`src/rtl/spi_rd_seq_pkg.sv`:
```
// Shared types and constants for the SPI flash read sequencer.
// The DUMMY state exists only when SPI_RD_SEQ_DUMMY_EN is defined.
package spi_rd_seq_pkg;

    typedef enum logic [2:0] {
        ST_IDLE,
        ST_OPC,
        ST_ADDR,
`ifdef SPI_RD_SEQ_DUMMY_EN
        ST_DUMMY,
`endif
        ST_DATA,
        ST_GAP
    } state_t;

    typedef enum logic {
        PH_ISSUE,
        PH_WAIT
    } phase_t;

    localparam logic [7:0]  OPC_READ      = 8'h03;
    localparam logic [7:0]  OPC_FAST_READ = 8'h0B;
    localparam logic [7:0]  FILL_DEFAULT  = 8'h00;
    localparam int unsigned ADDR_BYTES    = 3;

endpackage

```
`src/rtl/spi_rd_obuf.sv`:
```
// Single-entry valid/ready holding register for received read bytes.
module spi_rd_obuf (
    input  logic       clk,
    input  logic       rst,
    input  logic       load,
    input  logic [7:0] load_data,
    input  logic       load_last,
    input  logic       rd_ready,
    output logic       rd_valid,
    output logic [7:0] rd_data,
    output logic       rd_last,
    output logic       full,
    output logic       will_empty
);

    assign full       = rd_valid;
    assign will_empty = rd_valid & rd_ready;

    always_ff @(posedge clk or posedge rst) begin
        if (rst) begin
            rd_valid <= 1'b0;
            rd_data  <= '0;
            rd_last  <= 1'b0;
        end else if (load) begin
            rd_valid <= 1'b1;
            rd_data  <= load_data;
            rd_last  <= load_last;
        end else if (will_empty) begin
            rd_valid <= 1'b0;
        end
    end

endmodule

```
`src/rtl/spi_rd_seq.sv`:
```
// SPI flash read sequencer driving the spi_xcvr byte handshake.
// Optional fast-read dummy byte: define SPI_RD_SEQ_DUMMY_EN.
module spi_rd_seq
    import spi_rd_seq_pkg::*;
#(
    parameter int unsigned LEN_W     = 16,
    parameter int unsigned NSS_GAP   = 4,
    parameter logic [7:0]  FILL_BYTE = FILL_DEFAULT
) (
    input  logic             sys_clk,
    input  logic             sys_rst,
    input  logic             cmd_valid,
    output logic             cmd_ready,
    input  logic [7:0]       cmd_opcode,
    input  logic [23:0]      cmd_addr,
    input  logic [LEN_W-1:0] cmd_len,
    output logic             rd_valid,
    input  logic             rd_ready,
    output logic [7:0]       rd_data,
    output logic             rd_last,
    output logic             seq_busy,
    output logic             xcvr_enable,
    output logic             xcvr_wr_req,
    output logic [7:0]       xcvr_wr_data,
    input  logic             xcvr_busy,
    input  logic             xcvr_done,
    input  logic [7:0]       xcvr_rd_data
);

    localparam int unsigned     GAP_W    = (NSS_GAP > 1) ? $clog2(NSS_GAP) : 1;
    localparam logic [GAP_W-1:0] GAP_LAST = GAP_W'(NSS_GAP - 1);

    state_t             state, state_d;
    phase_t             phase, phase_d;
    logic [7:0]         opc_q;
    logic [23:0]        addr_q;
    logic [LEN_W-1:0]   rem_q;
    logic [1:0]         idx_q;
    logic [GAP_W-1:0]   gap_q;
    logic               accept, byte_done, issue_ok, last_data;
    logic               obuf_full, obuf_will_empty, obuf_load, obuf_last;
    logic [7:0]         tx_byte;
    state_t             after_hdr;
    logic               unused_busy;

    assign unused_busy = xcvr_busy;

    assign cmd_ready   = (state == ST_IDLE) && !sys_rst;
    assign accept      = cmd_valid && cmd_ready;
    assign seq_busy    = (state != ST_IDLE);
    assign xcvr_enable = (state != ST_IDLE) && (state != ST_GAP);
    assign byte_done   = xcvr_enable && (phase == PH_WAIT) && xcvr_done;
    assign last_data   = (rem_q == LEN_W'(1));
    assign after_hdr   = (rem_q == '0) ? ST_GAP : ST_DATA;
    // A DATA request may go out in the same cycle the held byte is taken.
    assign issue_ok    = (state != ST_DATA) || !obuf_full || obuf_will_empty;

    always_comb begin
        tx_byte = FILL_BYTE;
        case (state)
            ST_OPC:  tx_byte = opc_q;
            ST_ADDR: begin
                case (idx_q)
                    2'd2:    tx_byte = addr_q[23:16];
                    2'd1:    tx_byte = addr_q[15:8];
                    default: tx_byte = addr_q[7:0];
                endcase
            end
            default: tx_byte = FILL_BYTE;
        endcase
    end

    assign xcvr_wr_data = xcvr_wr_req ? tx_byte : '0;

    always_comb begin
        state_d     = state;
        phase_d     = phase;
        xcvr_wr_req = 1'b0;
        obuf_load   = 1'b0;
        obuf_last   = 1'b0;
        case (state)
            ST_IDLE: begin
                if (accept) begin
                    state_d = ST_OPC;
                    phase_d = PH_ISSUE;
                end
            end
            ST_GAP: begin
                if (gap_q == GAP_LAST && (!obuf_full || obuf_will_empty))
                    state_d = ST_IDLE;
            end
            default: begin
                if (phase == PH_ISSUE) begin
                    if (issue_ok) begin
                        xcvr_wr_req = 1'b1;
                        phase_d     = PH_WAIT;
                    end
                end else if (xcvr_done) begin
                    phase_d = PH_ISSUE;
                    case (state)
                        ST_OPC:  state_d = ST_ADDR;
                        ST_ADDR: begin
                            if (idx_q == 2'd0)
`ifdef SPI_RD_SEQ_DUMMY_EN
                                state_d = ST_DUMMY;
`else
                                state_d = after_hdr;
`endif
                        end
`ifdef SPI_RD_SEQ_DUMMY_EN
                        ST_DUMMY: state_d = after_hdr;
`endif
                        ST_DATA: begin
                            obuf_load = 1'b1;
                            obuf_last = last_data;
                            if (last_data)
                                state_d = ST_GAP;
                        end
                        default: state_d = state;
                    endcase
                end
            end
        endcase
    end

    always_ff @(posedge sys_clk or posedge sys_rst) begin
        if (sys_rst) begin
            state  <= ST_IDLE;
            phase  <= PH_ISSUE;
            opc_q  <= '0;
            addr_q <= '0;
            rem_q  <= '0;
            idx_q  <= '0;
            gap_q  <= '0;
        end else begin
            state <= state_d;
            phase <= phase_d;
            if (accept) begin
                opc_q  <= cmd_opcode;
                addr_q <= cmd_addr;
                rem_q  <= cmd_len;
                idx_q  <= 2'(ADDR_BYTES - 1);
            end
            if (byte_done && state == ST_ADDR)
                idx_q <= idx_q - 2'd1;
            if (byte_done && state == ST_DATA)
                rem_q <= rem_q - LEN_W'(1);
            if (state == ST_GAP) begin
                if (gap_q != GAP_LAST)
                    gap_q <= gap_q + GAP_W'(1);
            end else begin
                gap_q <= '0;
            end
        end
    end

    spi_rd_obuf u_obuf (
        .clk        (sys_clk),
        .rst        (sys_rst),
        .load       (obuf_load),
        .load_data  (xcvr_rd_data),
        .load_last  (obuf_last),
        .rd_ready   (rd_ready),
        .rd_valid   (rd_valid),
        .rd_data    (rd_data),
        .rd_last    (rd_last),
        .full       (obuf_full),
        .will_empty (obuf_will_empty)
    );

endmodule
```
`config.mk`:
```
export PLATFORM = sky130hd
export DESIGN_NAME = spi_rd_seq
export DESIGN_NICKNAME = d
export VERILOG_FILES = /design/src/rtl/spi_rd_seq_pkg.sv /design/src/rtl/spi_rd_obuf.sv /design/src/rtl/spi_rd_seq.sv
export SDC_FILE = /design/constraint.sdc
export NUM_CORES = 1
export LEC_CHECK = 0
export CORE_MARGIN = 5
export CORE_UTILIZATION = 45
export DETAILED_ROUTE_END_ITERATION = 8
export GPL_ROUTABILITY_DRIVEN = 0
export PLACE_DENSITY_LB_ADDON = 0.12
export SLEW_MARGIN = 5
export SYNTH_ARGS = -nofsm -noshare
export SYNTH_HDL_FRONTEND = slang
export SYNTH_SLANG_ARGS = --single-unit
```
`constraint.sdc`:
```
create_clock -name sys_clk -period 2.1 [get_ports sys_clk]
set_input_delay 0.315 -clock sys_clk [delete_from_list [all_inputs] [get_ports sys_clk]]
set_output_delay 0.315 -clock sys_clk [all_outputs]
set_load 0.02 [all_outputs]
```
==> impl_metrics.yaml, run 1 <==
yosys:
  yosysSeqAreaShare_pct: 48.16
  synth_edf_count: 0
  netlist_area_um2: 3430
  ys_ff_latch: 66
  synth-async-reset-ratio_pct: 100.0
  dominantRegCellSynth: "dfrtp_1"
  syn_inst: 395
  syn_nets: 463
  yosysWarnings: 0
  synth.distinct_cells: 52
  avgSynthCellArea_um2: 8.682
floorplanning:
  io_pins: 84
  chipWidth_um: 97.30
  die_y_um: 97.30
  initial_core_util_pct: 46.78
  die_area_um2: 9467
  core_um2: 7331
  rows: 31
worst_setup_path:
  critPathMaxFanout: 4
  r2r_setup_slack_ps: 150
  r2r_cells: 7
  worstSetupEndpointType: "primary output"
  cp_top_family: "buffers and inverters"
  start_kind: "flop"
  worstSetupPathType: "reg -> out"
  reg2reg_to: "rem_q[7]"
  crit_buf_inv: 3
  worstPathCellList: "inv_2, ha_4, clkbuf_16, nor2_4, a211oi_2, a21oi_1, nor2_1, buf_4"
  critPathMaxStageDelay_ps: 370
  slowest_stage: "dfrtp_1"
  timing.rr.start: "state[1]"
  critPathRequiredTime_ps: 1780
  worst-endpoint-arrival_ps: 1810
pwr:
  power.density_nw_per_um2: 1417
  ir_worst_vdd_mv: 0.5523
  p_total_uw: 7063
  leakage_uw: 0.002213
timing:
  max-slew-margin-rel_pct: 61.13
  rsz0062_at_grt: "true"
  worst_slew_pin_slew_ps: 583.1
  skew_ps: 11.79
  hold_slack_ps: 340.3
  finalWorstSetupSlack_ps: -29.04
  drv_slew: 0
  finalHoldViolCount: 0
  finalCritPeriodShare_pct: 101.4
  fin_crit_ps: 2129
  fmax_mhz: 469.7
  setup_viol: 4
global_route:
  first_global_vias: 3269
  track_usage_pct: 20.56
  grtUsageMet2_pct: 32.48
  gr-usage-met3_pct: 4.020
  grt_overflow_total: 0
  grtUsageMet1_pct: 28.17
  grt_pass1_wl_um: 16080
  grt-busiest-layer: "met2"
  antenna_found_initial: 0
  grt_max_degree: 55
run:
  maxCapViolCount: 0
clocking:
  clockBufferDepth: 2
  clock_sinks: 66
  root_buffer: "clkbuf_8"
  path_clk_slew_ps: 80
  cts_tree: "done"
  cts_hold_buf: 0
  clock_latency_ps: 350
  cts_buffers: 9
  htreeDepth: 3
place:
  placedCellCount: 587
  dp_hpwl_um: 6662
  place_area_um2: 4558
  port_buffers: 82
route:
  drtPass1Iterations: 5
  viasPerCell: 5.351
  drt-wirelength-per-cell_um: 15.88
  via_count: 3248
  wl_um: 9641
  drcViolationCount: 0
  antenna_left: 0
  drt_iter0_drc: 234
layout:
  drive_gt1_share_pct: 21.06
  design_area_um2: 4986
  final_common_cell: "nand2_1"
  fin_cells: 607
  n_antenna_cell: 0
  final_util_pct: 68.02
  area_growth_pct: 45.38
  layout_common_cells: "nand2_1, clkdlybuf4s50_1, dfrtp_1"
  final_nets: 571
  fillCellCount: 562
status:
  violations: "negative setup slack"
  run_status: "finished with violations"
worst_hold_path:
  hold_path.class: "in -> async"
## how the worst max path moves through the flow
stage	startpoint	to	cells past startpoint
floorplan	idx_q[0]	xcvr_wr_data[6]	8
global placement	rd_ready	xcvr_wr_data[1]	5
detailed placement	rd_ready	xcvr_wr_data[7]	5
CTS	idx_q[1]	xcvr_wr_data[7]	8
global route	idx_q[1]	xcvr_wr_data[0]	7
finish	idx_q[0]	xcvr_wr_data[7]	8
## worst register-to-register path, cell delays in order, from the launching register on
cell,delay [ps]
dfrtp_1,420
buf_4,170
or3_4,370
buf_4,170
or2_1,260
buf_12,190
o211ai_1,130
o311ai_1,130
## cells by family after synthesis
family                     count (synthesis)  synth area share (%)
AOI/OAI and AO/OA                         68                 14.41
xor gates and xnor gates                   1                0.2554
adders and majority gates                  6                 2.189
buffers and inverters                     35                 5.144
DFF                                       66                 48.16
muxes                                      6                 1.788
and+or+nand+nor                          213                 28.06
## sequential cells by signal, indices dropped and copies added, names as in the netlist
register,cells
addr_q,24
opc_q,8
u_obuf.rd_data,8
gap_q,2
rem_q,16
idx_q,2
u_obuf.rd_last,1
state,3
phase,1
u_obuf.full,1
## power by group
part,leakage [uW],switching [uW],internal [uW]
clock,0.000106,525,676
sequential,0.000827,488,1810
combinational,0.00128,1860,1700
## metrics by stage
stage	TNS, ps	worst slack, ps
4_1_cts	-108.3	-36.90
6_report	-61.26	-29.04
3_3_place_gp	-1994	-237.5
3_5_place_dp	-2197	-281.5
5_1_grt	-894.3	-143.0
2_1_floorplan	0	49.04
## cell usage after synthesis, types with 2 or more instances
| cell type | number | area (um^2) |
|---|---|---|
| o21ai_0 | 7 | 35.03 |
| dfrtp_1 | 66 | 1652 |
| a21oi_1 | 10 | 50.05 |
| a22oi_1 | 10 | 75.07 |
| o211ai_1 | 10 | 75.07 |
| o22ai_1 | 2 | 12.51 |
| mux2i_1 | 5 | 50.05 |
| nor4_2 | 2 | 25.02 |
| nor2_1 | 29 | 108.9 |
| nor4b_1 | 2 | 17.52 |
| nand4_1 | 4 | 25.02 |
| nand2b_1 | 4 | 25.02 |
| buf_1 | 2 | 7.510 |
| a21boi_0 | 2 | 15.01 |
| buf_6 | 4 | 45.04 |
| or3_1 | 2 | 12.51 |
| nor3_1 | 11 | 55.05 |
| clkbuf_1 | 7 | 26.28 |
| buf_2 | 9 | 45.04 |
| or2_2 | 2 | 12.51 |
| nor4_1 | 2 | 12.51 |
| o311ai_1 | 3 | 26.28 |
| o311ai_0 | 3 | 26.28 |
| nand2_1 | 137 | 514.2 |
| inv_1 | 12 | 45.04 |
| ha_1 | 6 | 75.07 |
| a211oi_1 | 12 | 90.09 |
| nand3_1 | 6 | 30.03 |
## timing repair
action,in CTS,in global routing
gates resized for setup,70,18
cloned,0,2
setup buffers,2,1
hold endpoints to repair,0,0
pin swaps,5,7
endpoints found under the setup margin,12,12
## routing by layer
metal	wire, um	part of all wire (%)
met5	0	0
met4	138	1.4
met3	467	4.8
met2	4665	48
met1	4369	45
## area by class of cell
class	instances	area, um^2	share of cell area, %
Sequential cell	66	1652	33.12
Timing Repair Buffer	120	1165	23.36
Tap cell	99	123.9	2.484
Multi-Input combinational cell	294	1775	35.61
Clock inverter	7	101.3	2.033
Inverter	12	45.04	0.9034
Clock buffer	9	123.9	2.484
(Power assumes the default switching activity.)
==> run 2: changes to the inputs <==
--- a/config.mk
+++ b/config.mk
@@ -9,6 +9,7 @@
 export CORE_UTILIZATION = 45
 export DETAILED_ROUTE_END_ITERATION = 8
 export GPL_ROUTABILITY_DRIVEN = 0
+export GPL_TIMING_DRIVEN = 0
 export PLACE_DENSITY_LB_ADDON = 0.12
 export SLEW_MARGIN = 5
 export SYNTH_ARGS = -nofsm -noshare
==> constraint.sdc (replaced) <==
create_clock -name sys_clk -period 2.1 [get_ports sys_clk]
set_input_delay 0.21 -clock sys_clk [delete_from_list [all_inputs] [get_ports sys_clk]]
set_output_delay 0.21 -clock sys_clk [all_outputs]
set_load 0.02 [all_outputs]
==> impl_metrics.yaml, run 2 (synthesis gave the netlist of run 1 again) <==
status:
  run_status: "finished with violations"
  violations: "negative setup slack"
layout:
  layout_common_cells: "nand2_1, clkdlybuf4s50_1, dfrtp_1"
  area_growth_pct: 39.91
  largest_reg_flops: 24
  fillCellCount: 620
  top_regs: "addr_q (24), rem_q (16)"
  regMostFlops: "addr_q"
  final_util_pct: 65.45
  final_common_cell: "nand2_1"
  final_nets: 559
  drive_gt1_share_pct: 16.73
  n_antenna_cell: 0
  design_area_um2: 4798
worst_setup_path:
  critPathMaxStageDelay_ps: 410
  start_kind: "flop"
  cp-startpoint: "idx_q[0]"
  worstSetupPathType: "reg -> out"
  worstPathCellList: "inv_2, ha_4, buf_6, buf_6, a211oi_4, a21oi_1, nor2_1, buf_4"
  cp_common_cell: "buf_6"
  slowest_stage: "dfrtp_1"
  worstSetupEndpointType: "primary output"
  critPathMaxFanout: 5
  worst-endpoint-arrival_ps: 1890
  critPathRequiredTime_ps: 1890
  timing.rr.start: "rem_q[4]"
timing:
  rsz0062_at_grt: "true"
  drv_slew: 0
  fmax_mhz: 475.5
  finalHoldViolCount: 0
  finalWorstSetupSlack_ps: -3.253
  fin_crit_ps: 2103
  finalCritPeriodShare_pct: 100.2
  setup_viol: 1
  setup-tns-final_ps: -3.253
  max-slew-margin-rel_pct: 45.92
  skew_ps: 9.762
  worst_slew_pin_slew_ps: 811.2
  hold_slack_ps: 391.0
clocking:
  cts_buffers: 9
  clockBufferDepth: 2
  clock_sinks: 66
  path_clk_slew_ps: 80
  cts_hold_buf: 0
  cts_tree: "done"
  root_buffer: "clkbuf_8"
  htreeDepth: 3
  clock_latency_ps: 340
floorplanning:
  chipWidth_um: 97.30
  die_area_um2: 9467
  initial_core_util_pct: 46.78
  core_um2: 7331
  io_pins: 84
  rows: 31
  die_y_um: 97.30
global_route:
  grt_max_degree: 67
  first_global_vias: 2987
  grt_overflow_total: 0
  grt_pass1_wl_um: 14900
  track_usage_pct: 19.11
  antenna_found_initial: 0
place:
  port_buffers: 82
  place_area_um2: 4377
  pre_cts_slack_ps: -686.5
  dp_hpwl_um: 6322
route:
  viasPerCell: 5.257
  drcViolationCount: 0
  drt_iter0_drc: 155
  drt-wirelength-per-cell_um: 15.41
  via_count: 3128
  wl_um: 9167
  drtPass1Iterations: 4
  antenna_left: 0
pwr:
  ir_worst_vdd_mv: 0.6357
  power.density_nw_per_um2: 1394
  leakage_uw: 0.002124
worst_hold_path:
  hold_path.class: "in -> reg"
  hp-start: "cmd_addr[11]"
run:
  maxCapViolCount: 0
run 2: per-layer routing:
| metal | track usage, % | routed length (um) | up-vias |
|---|---|---|---|
| met5 | 0 | 0 | - |
| li1 | - | - | 1551 |
| met4 | 5.751 | 111 | 0 |
| met1 | 27.04 | 4304 | 1481 |
| met2 | 28.87 | 4225 | 83 |
| met3 | 4.953 | 525 | 13 |
run 2: cell type report:
class | instances | area [um^2] | share of cell area, %
sequential | 66 | 1652 | 34.42
tap | 99 | 123.9 | 2.581
clock buffer | 10 | 137.6 | 2.868
clock inverter | 6 | 65.06 | 1.356
buffer | 19 | 137.6 | 2.868
timing repair buffer | 89 | 873.3 | 18.20
multi-input combinational | 294 | 1762 | 36.71
inverter | 12 | 47.55 | 0.9909
run 2: final timing paths:
path	to	slack, ps	cells past startpoint
max reg2reg	state[0]	140	4
min	addr_q[11]	390	3
max in group asynchronous	u_obuf.full	1070	2
max	xcvr_wr_data[6]	-3	8
min in group asynchronous	rem_q[14]	500	2
min reg2reg	u_obuf.rd_data[3]	470	2
run 2: metrics by stage:
step,cells,total power (uW)
after floorplan,395,3927
after global placement,576,4814
after detailed placement,576,4884
after CTS,589,6230
after global routing,595,7148
final,595,6689
run 2: timing repair:
action / CTS / global route
setup endpoints to repair: 10 / 10
resized for setup: 61 / 24
pin swaps: 2 / 6
gates cloned: 0 / 1
setup buffers: 1 / 5
run 2: report_power, final:
| part | internal [uW] | switching (uW) | total (uW) | leakage, uW |
|---|---|---|---|---|
| combinational | 1520 | 1840 | 3360 | 0.00119 |
| sequential | 1810 | 437 | 2250 | 0.000827 |
| clock | 582 | 495 | 1080 | 0.000103 |
run 2: critical path, delay by kind of cell, from the launching register on:
family	cells	cell delay, ps
compound gates	2	260
fa+ha+maj	1	240
buf+inv	4	530
flops	1	410
simple gates	1	110
==> run 3: changes to the inputs <==
--- a/config.mk
+++ b/config.mk
@@ -5,6 +5,7 @@
 export SDC_FILE = /design/constraint.sdc
 export NUM_CORES = 1
 export LEC_CHECK = 0
+export CAP_MARGIN = 25
 export CORE_MARGIN = 5
 export CORE_UTILIZATION = 45
 export DETAILED_ROUTE_END_ITERATION = 8
==> results of run 3 <==
The final DEF is identical to that of run 2; final timing and power are the same.
